## src/rtl/alu_pkg.sv

```systemverilog
// Shared definitions for the execute-stage ALU and the ALU control decoder.
// Op codes, default widths and FSM state encoding.
package alu_pkg;

    localparam int unsigned DEFAULT_DATA_WIDTH = 32;
    localparam int unsigned SHAMT_W            = 5;

    localparam logic [3:0] ALU_ADD = 4'd0;
    localparam logic [3:0] ALU_OR  = 4'd1;
    localparam logic [3:0] ALU_SLL = 4'd2;
    localparam logic [3:0] ALU_SRL = 4'd3;
    localparam logic [3:0] ALU_SUB = 4'd4;
    localparam logic [3:0] ALU_AND = 4'd5;
    localparam logic [3:0] ALU_XOR = 4'd6;
    localparam logic [3:0] ALU_LUI = 4'd7;

    typedef enum logic [1:0] {
        ST_IDLE,
        ST_SHIFT,
        ST_DONE
    } exec_state_t;

    function automatic logic is_shift_op(input logic [3:0] op);
        return (op == ALU_SLL) || (op == ALU_SRL);
    endfunction

endpackage

```

## src/rtl/alu_arith_core.sv

```systemverilog
// Combinational single-cycle ALU operations; shift and reserved codes yield zero.
module alu_arith_core
    import alu_pkg::*;
#(
    parameter int unsigned DATA_WIDTH = DEFAULT_DATA_WIDTH
) (
    input  logic [3:0]            op,
    input  logic [DATA_WIDTH-1:0] a,
    input  logic [DATA_WIDTH-1:0] b,
    output logic [DATA_WIDTH-1:0] result
);

    always_comb begin
        result = '0;
        case (op)
            ALU_ADD: result = a + b;
            ALU_SUB: result = a - b;
            ALU_OR:  result = a | b;
            ALU_AND: result = a & b;
            ALU_XOR: result = a ^ b;
            ALU_LUI: result = b;
            default: result = '0;
        endcase
    end

endmodule

```

## src/rtl/alu_exec_stage.sv

```systemverilog
// Execute-stage ALU: single-cycle ops via alu_arith_core, iterative shifter,
// registered result with valid/ready handshake and synchronous flush.
module alu_exec_stage
    import alu_pkg::*;
#(
    parameter int unsigned DATA_WIDTH = DEFAULT_DATA_WIDTH,
    parameter int unsigned SHIFT_STEP = 8
) (
    input  logic                  clk,
    input  logic                  reset,
    input  logic                  flush_i,
    input  logic                  valid_i,
    output logic                  ready_o,
    input  logic [3:0]            ALU_Operation_i,
    input  logic [DATA_WIDTH-1:0] A_i,
    input  logic [DATA_WIDTH-1:0] B_i,
    output logic                  valid_o,
    input  logic                  ready_i,
    output logic [DATA_WIDTH-1:0] ALU_Result_o,
    output logic                  Zero_o
);

    exec_state_t           state_q;
    exec_state_t           state_d;
    logic                  accept;
    logic                  op_is_shift;
    logic [SHAMT_W-1:0]    shamt_in;
    logic [DATA_WIDTH-1:0] core_result;
    logic [DATA_WIDTH-1:0] shift_q;
    logic [SHAMT_W-1:0]    rem_q;
    logic                  shift_left_q;
    logic [SHAMT_W-1:0]    step_amt;
    logic [DATA_WIDTH-1:0] shifted;

    alu_arith_core #(
        .DATA_WIDTH(DATA_WIDTH)
    ) u_arith (
        .op    (ALU_Operation_i),
        .a     (A_i),
        .b     (B_i),
        .result(core_result)
    );

    assign op_is_shift = is_shift_op(ALU_Operation_i);
    assign shamt_in    = B_i[SHAMT_W-1:0];
    assign accept      = valid_i && ready_o && !flush_i;

    // Distance applied this cycle is min(rem, SHIFT_STEP).
    assign step_amt = (rem_q > SHAMT_W'(SHIFT_STEP)) ? SHAMT_W'(SHIFT_STEP) : rem_q;
    assign shifted  = shift_left_q ? (shift_q << step_amt) : (shift_q >> step_amt);

    // State register
    always_ff @(posedge clk or posedge reset) begin
        if (reset) begin
            state_q <= ST_IDLE;
        end else begin
            state_q <= state_d;
        end
    end

    // Next-state logic; DONE with an accept behaves exactly like IDLE.
    always_comb begin
        state_d = state_q;
        if (flush_i) begin
            state_d = ST_IDLE;
        end else begin
            case (state_q)
                ST_IDLE, ST_DONE: begin
                    if (accept) begin
                        state_d = (op_is_shift && (shamt_in != '0)) ? ST_SHIFT : ST_DONE;
                    end else if ((state_q == ST_DONE) && ready_i) begin
                        state_d = ST_IDLE;
                    end
                end
                ST_SHIFT: begin
                    if (rem_q == step_amt) begin
                        state_d = ST_DONE;
                    end
                end
                default: state_d = ST_IDLE;
            endcase
        end
    end

    // Output logic
    always_comb begin
        ready_o = (state_q == ST_IDLE) || ((state_q == ST_DONE) && ready_i);
        valid_o = (state_q == ST_DONE);
        Zero_o  = valid_o && (ALU_Result_o == '0);
    end

    // Shift datapath and result register; flush leaves the result untouched.
    always_ff @(posedge clk or posedge reset) begin
        if (reset) begin
            ALU_Result_o <= '0;
            shift_q      <= '0;
            rem_q        <= '0;
            shift_left_q <= 1'b0;
        end else if (!flush_i) begin
            if (accept) begin
                if (op_is_shift) begin
                    shift_q      <= A_i;
                    rem_q        <= shamt_in;
                    shift_left_q <= (ALU_Operation_i == ALU_SLL);
                    if (shamt_in == '0) begin
                        ALU_Result_o <= A_i;
                    end
                end else begin
                    ALU_Result_o <= core_result;
                end
            end else if (state_q == ST_SHIFT) begin
                shift_q <= shifted;
                rem_q   <= rem_q - step_amt;
                if (rem_q == step_amt) begin
                    ALU_Result_o <= shifted;
                end
            end
        end
    end

endmodule

```

## config.mk

```make
export PLATFORM = sky130hd
export DESIGN_NAME = alu_exec_stage
export DESIGN_NICKNAME = d
export VERILOG_FILES = /design/src/rtl/alu_pkg.sv /design/src/rtl/alu_arith_core.sv /design/src/rtl/alu_exec_stage.sv
export SDC_FILE = /design/constraint.sdc
export NUM_CORES = 1
export LEC_CHECK = 0
export CORE_MARGIN = 2
export CORE_UTILIZATION = 43
export DETAILED_ROUTE_END_ITERATION = 8
export MAX_ROUTING_LAYER = met4
export PLACE_DENSITY_LB_ADDON = 0.3
export SYNTH_ARGS = -nofsm -noshare
export SYNTH_HDL_FRONTEND = slang
export SYNTH_SLANG_ARGS = --single-unit
```

## constraint.sdc

```tcl
create_clock -name clk -period 2.9 [get_ports clk]
set_input_delay 0.725 -clock clk [delete_from_list [all_inputs] [get_ports clk]]
set_output_delay 0.725 -clock clk [all_outputs]
set_load 0.01 [all_outputs]
```

Word-level counts from Yosys, hierarchy flattened
Index checks and enable logic that the tools add are counted.

Flip-flop bits (word level): 72. Bits of input ports: 73. Output and inout port bits: 35. Logic and storage cells: 69.

$add $sub $neg: 3. Order comparisons: 1. Eq/ne operators: 14. Shift operators: 2. Muxes and demuxes: 20. Bitwise gates (word level): 4. Reduce and logical (&&, ||, !) cells: 20.

Operator list (number): $mux W32 (9); $pmux W32 S6 (1); $add A32 B32 Y32 (1); $and A32 B32 Y32 (1); $logic_not A32 Y1 (1); $or A32 B32 Y32 (1); $shl A32 B5 Y32 (1); $shr A32 B5 Y32 (1); $sub A32 B32 Y32 (1); $xor A32 B32 Y32 (1); $mux W5 (4); $eq A4 B3 Y1 const B (4); $mux W2 (5); $eq A4 B2 Y1 const B (2); $reduce_and A3 Y1 (2); $eq A5 B5 Y1 (1); $gt A5 B4 Y1 const B (1); $logic_and A1 B1 Y1 (5); $logic_not A5 Y1 (1); $reduce_bool A5 Y1 (1); $sub A5 B5 Y5 (1); $eq A4 B1 Y1 const B (1); $logic_not A4 Y1 (1); $ne A4 B4 Y1 const B (1); 14 further kinds (16).

Depth between registers and ports, before layout
Gate-level depths: netlist of run 1.

Depth in word-level cells: 8. Gate-level depth with buffers: 19. Depth with buffers taken out: 18.

Cells and area by module
Synthesis of run 1 repeated with hierarchy kept, for this count alone.

Cell total of the unflattened synthesis: 1516. Area total of the unflattened synthesis: 10842.9 um^2.

By module, submodules not included: alu_exec_stage (times used 1, cells an instance 944, area an instance 6859.1 um^2, sequential area each 1801.7 um^2); alu_arith_core (times used 1, cells an instance 572, area an instance 3983.8 um^2, sequential area each 0.0 um^2).

Worst setup path after synthesis of run 1
No wires, ideal clock.

Path kind: input-to-reg. Start: in B_i[10]. End: reg ALU_Result_o[21]. Setup time: 0.132 ns. Arrival: 4.275 ns. Required time: 2.768 ns. Path slack: -1.507 ns. Cell stages on the path: 15. Path buffers: 1. Path through: or4_1 > or3_4 > nor4_4 > a21oi_1 > xnor2_1 > ha_1 > clkbuf_1 > nand4_1 > or2_2 > o31a_1 > o211a_1 > o31ai_1 > xor2_1 > a2111oi_0 > nor2_1.

Word-level cells in the longest chain between the ends: 4. Elaborated cells on any way between the ends: 5. Those cells by class: add/sub (2); mux (3).

Ends and longest elaborated chain: start: declaration (line alu_exec_stage.sv:16) `input logic [DATA_WIDTH-1:0] B_i,`; $sub A32 B32 Y32 or $add A32 B32 Y32 (tied branches) (line alu_arith_core.sv:17, alu_arith_core.sv:16); $pmux W32 S6 * (line alu_arith_core.sv:15) `case (op)`; $mux W32 * (line alu_exec_stage.sv:101) `if (op_is_shift) begin`; $mux W32 * (line alu_exec_stage.sv:100) `if (accept) begin`; end signal: assignment (line alu_exec_stage.sv:106) `ALU_Result_o <= A_i;`; end signal: assignment (line alu_exec_stage.sv:109) `ALU_Result_o <= core_result;`; end signal: assignment (line alu_exec_stage.sv:115) `ALU_Result_o <= shifted;`; end: declaration (line alu_exec_stage.sv:19) `output logic [DATA_WIDTH-1:0] ALU_Result_o,`.

Every way passes the cells marked *; elsewhere a longest branch is shown, timed or not. A chain may end at the register's enable or synchronous reset.

Worst setup path in the final report of run 1
Start: in B_i[7]. End: reg ALU_Result_o[30].

The elaborated chain is that of the path after synthesis.

==> results of run 1 <==
## final cells by class
type / instances / area [sq um]
Clock buffer: 13 / 240
Multi-Input combinational cell: 1120 / 9070
Fill cell: 2017 / 8280
Sequential cell: 72 / 1800
Clock inverter: 3 / 42.5
Tap cell: 324 / 405
Timing Repair Buffer: 453 / 3960
Inverter: 78 / 303
## registers in the layout (all words and copies together), names as in the netlist
signal and cells:
state_q 2, ALU_Result_o 32, rem_q 5, shift_q 32, shift_left_q 1
## cells in the mapped netlist (11+ instances only)
master    instances  area share, %
a21oi_1         135            6.4
a221oi_1         35            2.9
a22oi_1          13           0.93
a31oi_1          29            1.7
clkbuf_1         78            2.8
dfrtp_1          72             17
ha_1             98             12
inv_1            77            2.8
mux2i_1          50            4.8
mux4_2           40            8.6
nand2_1         153            5.5
nand3_1          15           0.72
nor2_1          141            5.0
nor3_1           15           0.72
nor4_1           11           0.66
o21ai_0         127            6.1
o22ai_1          12           0.72
o31ai_1          12           0.86
or3_1            12           0.72
xnor2_1          35            2.9
xor2_1           15            1.3
## kinds of logic (layout without fill, tap and decap cells)
logic type	Yosys count	count (layout)	share of synthesized area [%]
buffers and inverters	180	547	6.77
multiplexers	95	95	13.9
adder cells (fa/ha/maj)	99	99	11.9
AND/OR/NAND/NOR	403	403	17.5
AO/OA/AOI/OAI	472	472	28.6
other	1	1	0.0357
XOR/XNOR	50	50	4.17
flip-flops	72	72	17.2
## timing repair
item | in CTS | in global routing
pin swaps | 72 | 92
hold buffers | 0 | 0
buffers inserted | 29 | 17
resized for setup | 178 | 110
endpoints found under the setup margin | 32 | 31
## layer usage
metal	track usage [%]	vias up	routed length (um)	part of all wire (%)
met5	-	-	0	0
met4	12.3	0	1900	4.0
met3	4.00	117	4580	9.6
met2	55.6	813	21400	45
met1	50.4	6299	19600	41
li1	-	5819	-	-
## power by group through the flow
stage	registers [mW]	logic, mW	clock network [mW]
3_3_place_gp	2.20	6.76	0
5_1_grt	2.28	7.92	1.14
4_1_cts	2.20	7.06	1.10
3_5_place_dp	2.21	6.83	0
2_1_floorplan	1.90	4.22	0
6_report	2.26	7.45	1.09
## worst max path at each step
stage | slack [ns] | from | end
floorplan | -1.24 | B_i[10] | ALU_Result_o[21]
global placement | -1.67 | B_i[10] | ALU_Result_o[30]
detailed placement | -1.79 | B_i[10] | ALU_Result_o[31]
CTS | -1.01 | B_i[7] | ALU_Result_o[21]
global route | -1.21 | B_i[7] | ALU_Result_o[30]
finish | -1.10 | B_i[7] | ALU_Result_o[30]
## stage by stage
step	TNS (ns)	total power [mW]	worst slack [ns]
2_1_floorplan	-15.65	6.12	-1.24
3_3_place_gp	-38.16	8.96	-1.67
3_5_place_dp	-40.44	9.04	-1.79
4_1_cts	-15.87	10.4	-1.01
5_1_grt	-21.40	11.3	-1.21
6_report	-18.17	10.8	-1.10
==> flow_summary_export.csv, run 1 <==
group,metric,value,unit
cells_and_area,nets,1906,
critical_path,startpoint_type,"input port",
timing,period_minus_slack,4.00,ns
placed_design,gp_congestion,1.01,
critical_path,path_max_fanout,4,
detailed_routing,drt_wl_total,47500,um
cts,cts_root_buf,"clkbuf_16",
floorplan,pin_count,108,
power_and_ir_drop,p_clk_share,10.1,%
timing,fmax,250,MHz
synthesis,synth_edf_count,0,
critical_path,r2r_start,"rem_q[4]",
cts,htreeDepth,3,
cells_and_area,area.growth.synth_to_final,50.8,%
hold_path,holdPathEnd,"state_q[1]",
detailed_routing,drt_pass1_iterations,5,
timing,clock_skew,0.0101,ns
power_and_ir_drop,switching_share,48.5,%
cells_and_area,drive_gt1_share,33.8,%
timing,setup_slack,-1.10,ns
placed_design,place_area,0.0142,sq mm
global_routing,grt_max_degree,73,
global_routing,grt_use_total,36.4,%
power_and_ir_drop,cellLeakagePower,6.86,nW
hold_path,hp-class,"flip-flop to flip-flop",
flow_run,max-cap-violations,0,
power_and_ir_drop,power_density,683,mW/mm^2
power_and_ir_drop,comb_power_share,69.0,%
power_and_ir_drop,internal_power,5.57,mW
cts,insertion_delay,0.33,ns
critical_path,reg2reg_depth,7,
floorplan,dieArea,0.0257,sq mm
detailed_routing,drc_errors,0,
synthesis,synth_area,0.0105,sq mm
cells_and_area,layout_common_cells,"buf_4, nand2_1, nor2_1, a21oi_1, o21ai_0",
timing,rsz0062_at_grt,"yes",
cells_and_area,utilization,65.6,%
cts,cts_made_buffers,9,
synthesis,async_reset_ff_share,100,%
critical_path,crit_arrival,4.25,ns
global_routing,overflow,0,
floorplan,start_util,43.5,%
critical_path,crit_chain,"buf_6 -> or4_4 -> or3_4 -> buf_6 -> nor4_4 -> buf_4 -> a41oi_2 -> xnor2_1 -> ha_2 -> nand2_1 -> or3_4 -> o21ai_4 -> a21oi_2 -> or4_1 -> a31oi_1",
cts,cts.sinks,72,
cts,cts_tree,"yes",
floorplan,die_x,160,um
synthesis,syn_inst,1372,
cells_and_area,fin_area,0.0158,sq mm
critical_path,cp_num_buf_inv,3,
synthesis,synth-main-ff-cell,"dfrtp_1",
critical_path,crit_type,"input port to flip-flop",
cells_and_area,final_common_cell,"buf_4",
detailed_routing,avgViaCountPerCell,6.32,
floorplan,dieHeight,160,um
critical_path,path_depth,15,
floorplan,core,0.0241,sq mm
detailed_routing,wl_per_cell,23.0,um
timing,setup-violations-final,26,
critical_path,crit_family,"simple AND/OR/NAND/NOR gates",
detailed_routing,vias,13000,
detailed_routing,drt_iter0_drc,1325,
timing,holdWs,0.522,ns
critical_path,critPathRequiredTime,3.15,ns
power_and_ir_drop,p_seq_share,21.0,%
timing,drv_slew,0,
timing,slew_headroom,57.2,%
placed_design,portBuffers,107,
timing,worst_slew_pin_slew,0.635,ns
cts,cts_buffer_depth,2,
critical_path,r2r_slack,0.06,ns
critical_path,crit_path_end_kind,"flip-flop",
cts,cts.reportedPaths.clkPinSlew,0.06,ns
run_status,status,"finished, violations left",
global_routing,grt_pass1_wl,71300,um
cells_and_area,diodes,0,
hold_path,min_path_cells,1,
floorplan,row_count,57,
placed_design,hpwl,35700,um
run_status,violations,"setup timing",
timing,fin_crit_sh,138,%
synthesis,syn_avg_cell_area,7.65,sq um
placed_design,placed_cells,2007,
critical_path,rr_endpoint,"ALU_Result_o[17]",
power_and_ir_drop,p_sw,5.25,mW
synthesis,synth_nets,1544,
synthesis,synthDistinctLibCells,76,
global_routing,antenna_found_initial,0,
detailed_routing,drtAntennaViolNets,0,
global_routing,grt_pass1_vias,12300,
hold_path,hp-start,"state_q[0]",
critical_path,cp_slowest_stage_delay,0.53,ns
timing,hold_viol_final,0,
synthesis,ys_seq_area_share,17.2,%
power_and_ir_drop,vdd_drop_max,0.378,mV
synthesis,ys_ff_latch,72,
critical_path,critical_path.slowest_cell,"or4_4",
cells_and_area,final_cells,2063,
synthesis,ys_warn_count,0,
No activity file was read; power rests on OpenSTA's default activity.
==> run 2, diff against run 1 <==
--- a/config.mk
+++ b/config.mk
@@ -5,6 +5,7 @@
 export SDC_FILE = /design/constraint.sdc
 export NUM_CORES = 1
 export LEC_CHECK = 0
+export ABC_AREA = 1
 export CORE_MARGIN = 2
 export CORE_UTILIZATION = 43
 export DETAILED_ROUTE_END_ITERATION = 8
==> flow_summary_export.csv, run 2 <==
group,metric,value,unit
floorplan,pin_count,108,
detailed_routing,drt_pass1_iterations,6,
synthesis,synth-main-ff-cell,"dfrtp_1",
critical_path,r2r_start,"rem_q[3]",
detailed_routing,drc_errors,0,
floorplan,start_util,44.0,%
critical_path,startpoint_type,"input port",
detailed_routing,wl_per_cell,20.1,um
cts,cts_hold_buf,0,
cts,cts.reportedPaths.clkPinSlew,0.06,ns
cts,cts_root_buf,"clkbuf_16",
critical_path,critical_path.slowest_cell,"ha_4",
power_and_ir_drop,p_seq_share,16.3,%
cells_and_area,multi_input_area,0.0103,sq mm
timing,setup-violations-final,28,
synthesis,syn_avg_cell_area,5.60,sq um
timing,fmax,290,MHz
critical_path,reg2reg_depth,14,
cells_and_area,final_common_cell,"nand2_1",
synthesis,ys_warn_count,0,
synthesis,synthDistinctLibCells,47,
run_status,status,"finished, violations left",
synthesis,synthTopCellsByCount,"nand2_1, nand3_1, inv_1",
cts,htreeDepth,3,
power_and_ir_drop,cellLeakagePower,9.30,nW
critical_path,setup.worst_path.end,"ALU_Result_o[18]",
cells_and_area,drive_gt1_share,31.1,%
synthesis,synth_area,0.0119,sq mm
global_routing,grt_use_total,38.1,%
placed_design,place_ws,-1.52,ns
synthesis,synth_top_area_share,20.4,%
critical_path,crit_path_frequent_cell,"nand2_4",
power_and_ir_drop,p_sw,6.90,mW
power_and_ir_drop,p_clk_share,8.9,%
cts,cts.sinks,72,
detailed_routing,vias,16500,
power_and_ir_drop,comb_power_share,74.8,%
synthesis,synthTopCellsByArea,"nand2_1, dfrtp_1, nand3_1, ha_1, inv_1",
critical_path,crit_arrival,3.65,ns
timing,drv_slew,0,
placed_design,hpwl,41200,um
floorplan,dieHeight,170,um
floorplan,core,0.0270,sq mm
flow_run,max-cap-violations,0,
detailed_routing,avgViaCountPerCell,5.82,
cts,cts_buffer_depth,2,
critical_path,crit_chain,"buf_12 -> inv_16 -> ha_4 -> nand2_4 -> nor3_4 -> nand2_2 -> nor3_2 -> inv_1 -> o21ai_2 -> o21ai_1 -> xor2_1 -> ha_4 -> nand2_4 -> inv_4 -> a21oi_4 -> buf_4 -> buf_4 -> nand2_4 -> inv_2 -> nand3b_1 -> nand3_2 -> nand2_2 -> a21oi_2 -> a21boi_1",
cells_and_area,diodes,0,
timing,slew_headroom,54.9,%
synthesis,synth_nets,2295,
power_and_ir_drop,internal_power,5.57,mW
synthesis,syn_inst,2123,
synthesis,yosys.cell_count.top_type,"nand2_1",
timing,clock_skew,0.00631,ns
run_status,violations,"setup timing",
cells_and_area,area.growth.synth_to_final,51.2,%
placed_design,gp_congestion,1.01,
timing,hold_viol_final,0,
cells_and_area,layout_common_cells,"nand2_1, nand3_1, buf_4, inv_1, nor2_1",
critical_path,crit_path_end_kind,"flip-flop",
cells_and_area,fin_area,0.0180,sq mm
cells_and_area,nets,2669,
critical_path,path_depth,24,
global_routing,grt_max_degree,67,
detailed_routing,drt_iter0_drc,1727,
synthesis,synth_edf_count,0,
power_and_ir_drop,vdd_drop_max,0.419,mV
cts,cts_tree,"yes",
critical_path,path_max_fanout,5,
cts,cts_made_buffers,9,
global_routing,overflow,0,
detailed_routing,drt_wl_total,57100,um
floorplan,die_x,170,um
timing,period_minus_slack,3.44,ns
cells_and_area,reg.largest.list,"ALU_Result_o: 32 flops, shift_q: 32 flops, rem_q: 5 flops",
cells_and_area,register_area,0.00180,sq mm
critical_path,critPathLaunch,"B_i[0]",
global_routing,antenna_found_initial,0,
critical_path,crit_family,"simple AND/OR/NAND/NOR gates",
synthesis,async_reset_ff_share,100,%
critical_path,crit_type,"input port to flip-flop",
synthesis,ys_seq_area_share,15.1,%
critical_path,r2r_slack,0.45,ns
floorplan,row_count,60,
critical_path,critPathRequiredTime,3.11,ns
cells_and_area,n_fill_cell,2374,
cts,insertion_delay,0.34,ns
hold_path,hp-class,"flip-flop to flip-flop",
power_and_ir_drop,switching_share,55.3,%
global_routing,grt_pass1_vias,15500,
critical_path,cp_slowest_stage_delay,0.28,ns
critical_path,rr_endpoint,"ALU_Result_o[26]",
timing,setup_slack,-0.542,ns
synthesis,ys_ff_latch,72,
timing,rsz0062_at_grt,"yes",
floorplan,dieArea,0.0290,sq mm
detailed_routing,drtAntennaViolNets,0,
timing,fin_crit_sh,119,%
timing,worst_slew_pin_slew,0.676,ns
global_routing,grt_pass1_wl,83800,um
placed_design,place_area,0.0154,sq mm
power_and_ir_drop,power_density,694,mW/mm^2
placed_design,portBuffers,107,
critical_path,cp_num_buf_inv,7,
synthesis,synth_top_area_cell,"nand2_1",
## run 2: cell count changes after synthesis, sizes merged, moves of 40 or more
| cell | before | now |
|---|---|---|
| nand2 | 153 | 652 |
| nand3 | 15 | 365 |
| inv | 78 | 296 |
| mux2i | 50 | 0 |
| mux4 | 40 | 0 |
## run 2: logic make-up (layout without fill, tap and decap cells)
family | count (synthesis) | count (layout) | synth area share (%)
simple gates | 1243 | 1243 | 45.1
buf+inv | 389 | 768 | 13.1
compound gates | 288 | 288 | 13.8
fa+ha+maj | 99 | 99 | 10.5
flops | 72 | 72 | 15.1
xor+xnor | 31 | 31 | 2.28
other cells | 1 | 1 | 0.0315
## run 2: worst min-delay path by stage
| stage | from | end | slack, ns | cells after the start |
|---|---|---|---|---|
| 2_1_floorplan | shift_q[13] | shift_q[13] | 0.49 | 2 |
| 3_3_place_gp | shift_q[13] | shift_q[13] | 0.51 | 2 |
| 3_5_place_dp | shift_q[13] | shift_q[13] | 0.52 | 2 |
| 4_1_cts | shift_q[13] | shift_q[13] | 0.54 | 2 |
| 5_1_grt | shift_q[13] | shift_q[13] | 0.58 | 2 |
| 6_report | shift_q[13] | shift_q[13] | 0.53 | 2 |
## run 2: area by class of cell
cell class                 count  share of cell area, %
sequential                    72                   10.0
clock buffer                  10                   1.27
multi-input combinational   1662                   57.1
clock inverter                 6                  0.390
inverter                     298                   6.50
timing repair buffer         454                   22.3
tap                          341                   2.37
## run 2: what timing repair did
item / 4_1_cts / 5_1_grt
pin swaps: 169 / 147
gates cloned: 1 / 1
setup endpoints to repair: 32 / 32
buffers inserted: 54 / 32
resized for setup: 372 / 190
## run 2: routing by layer
layer	wire length [um]	global-route usage [%]	part of all wire [%]	up-vias
li1	-	-	-	7656
met3	4400	3.70	7.7	269
met1	22300	47.3	39	7728
met5	0	-	0	-
met4	3850	19.0	6.7	0
met2	26500	62.1	46	892
## run 2: stage by stage
stage | power [mW] | hold WS, ns | instances | utilization [%] | TNS [ns]
global route | 13.4 | 0.579 | 2843 | 66.6 | -13.55
finish | 12.5 | 0.529 | 2843 | 66.6 | -9.81
floorplan | 7.35 | 0.495 | 2123 | - | -5.66
detailed placement | 10.5 | 0.524 | 2748 | 56.8 | -36.53
CTS | 12.0 | 0.536 | 2816 | 63.4 | -8.35
global placement | 10.4 | 0.515 | 2748 | 56.8 | -35.29
## run 2: power groups by stage
stage | Combinational [mW] | Clock, mW | Sequential [mW]
floorplan | 5.45 | 0 | 1.90
global placement | 8.37 | 0 | 2.00
detailed placement | 8.45 | 0 | 2.00
CTS | 8.84 | 1.12 | 2.00
global route | 10.2 | 1.16 | 2.06
finish | 9.33 | 1.11 | 2.03
## run 2: worst min-delay path, delay by kind of cell, from the launching register on
kind | cells | cell delay (ns)
DFF | 1 | 0.34
AOI/OAI and AO/OA | 1 | 0.10
and+or+nand+nor | 1 | 0.05
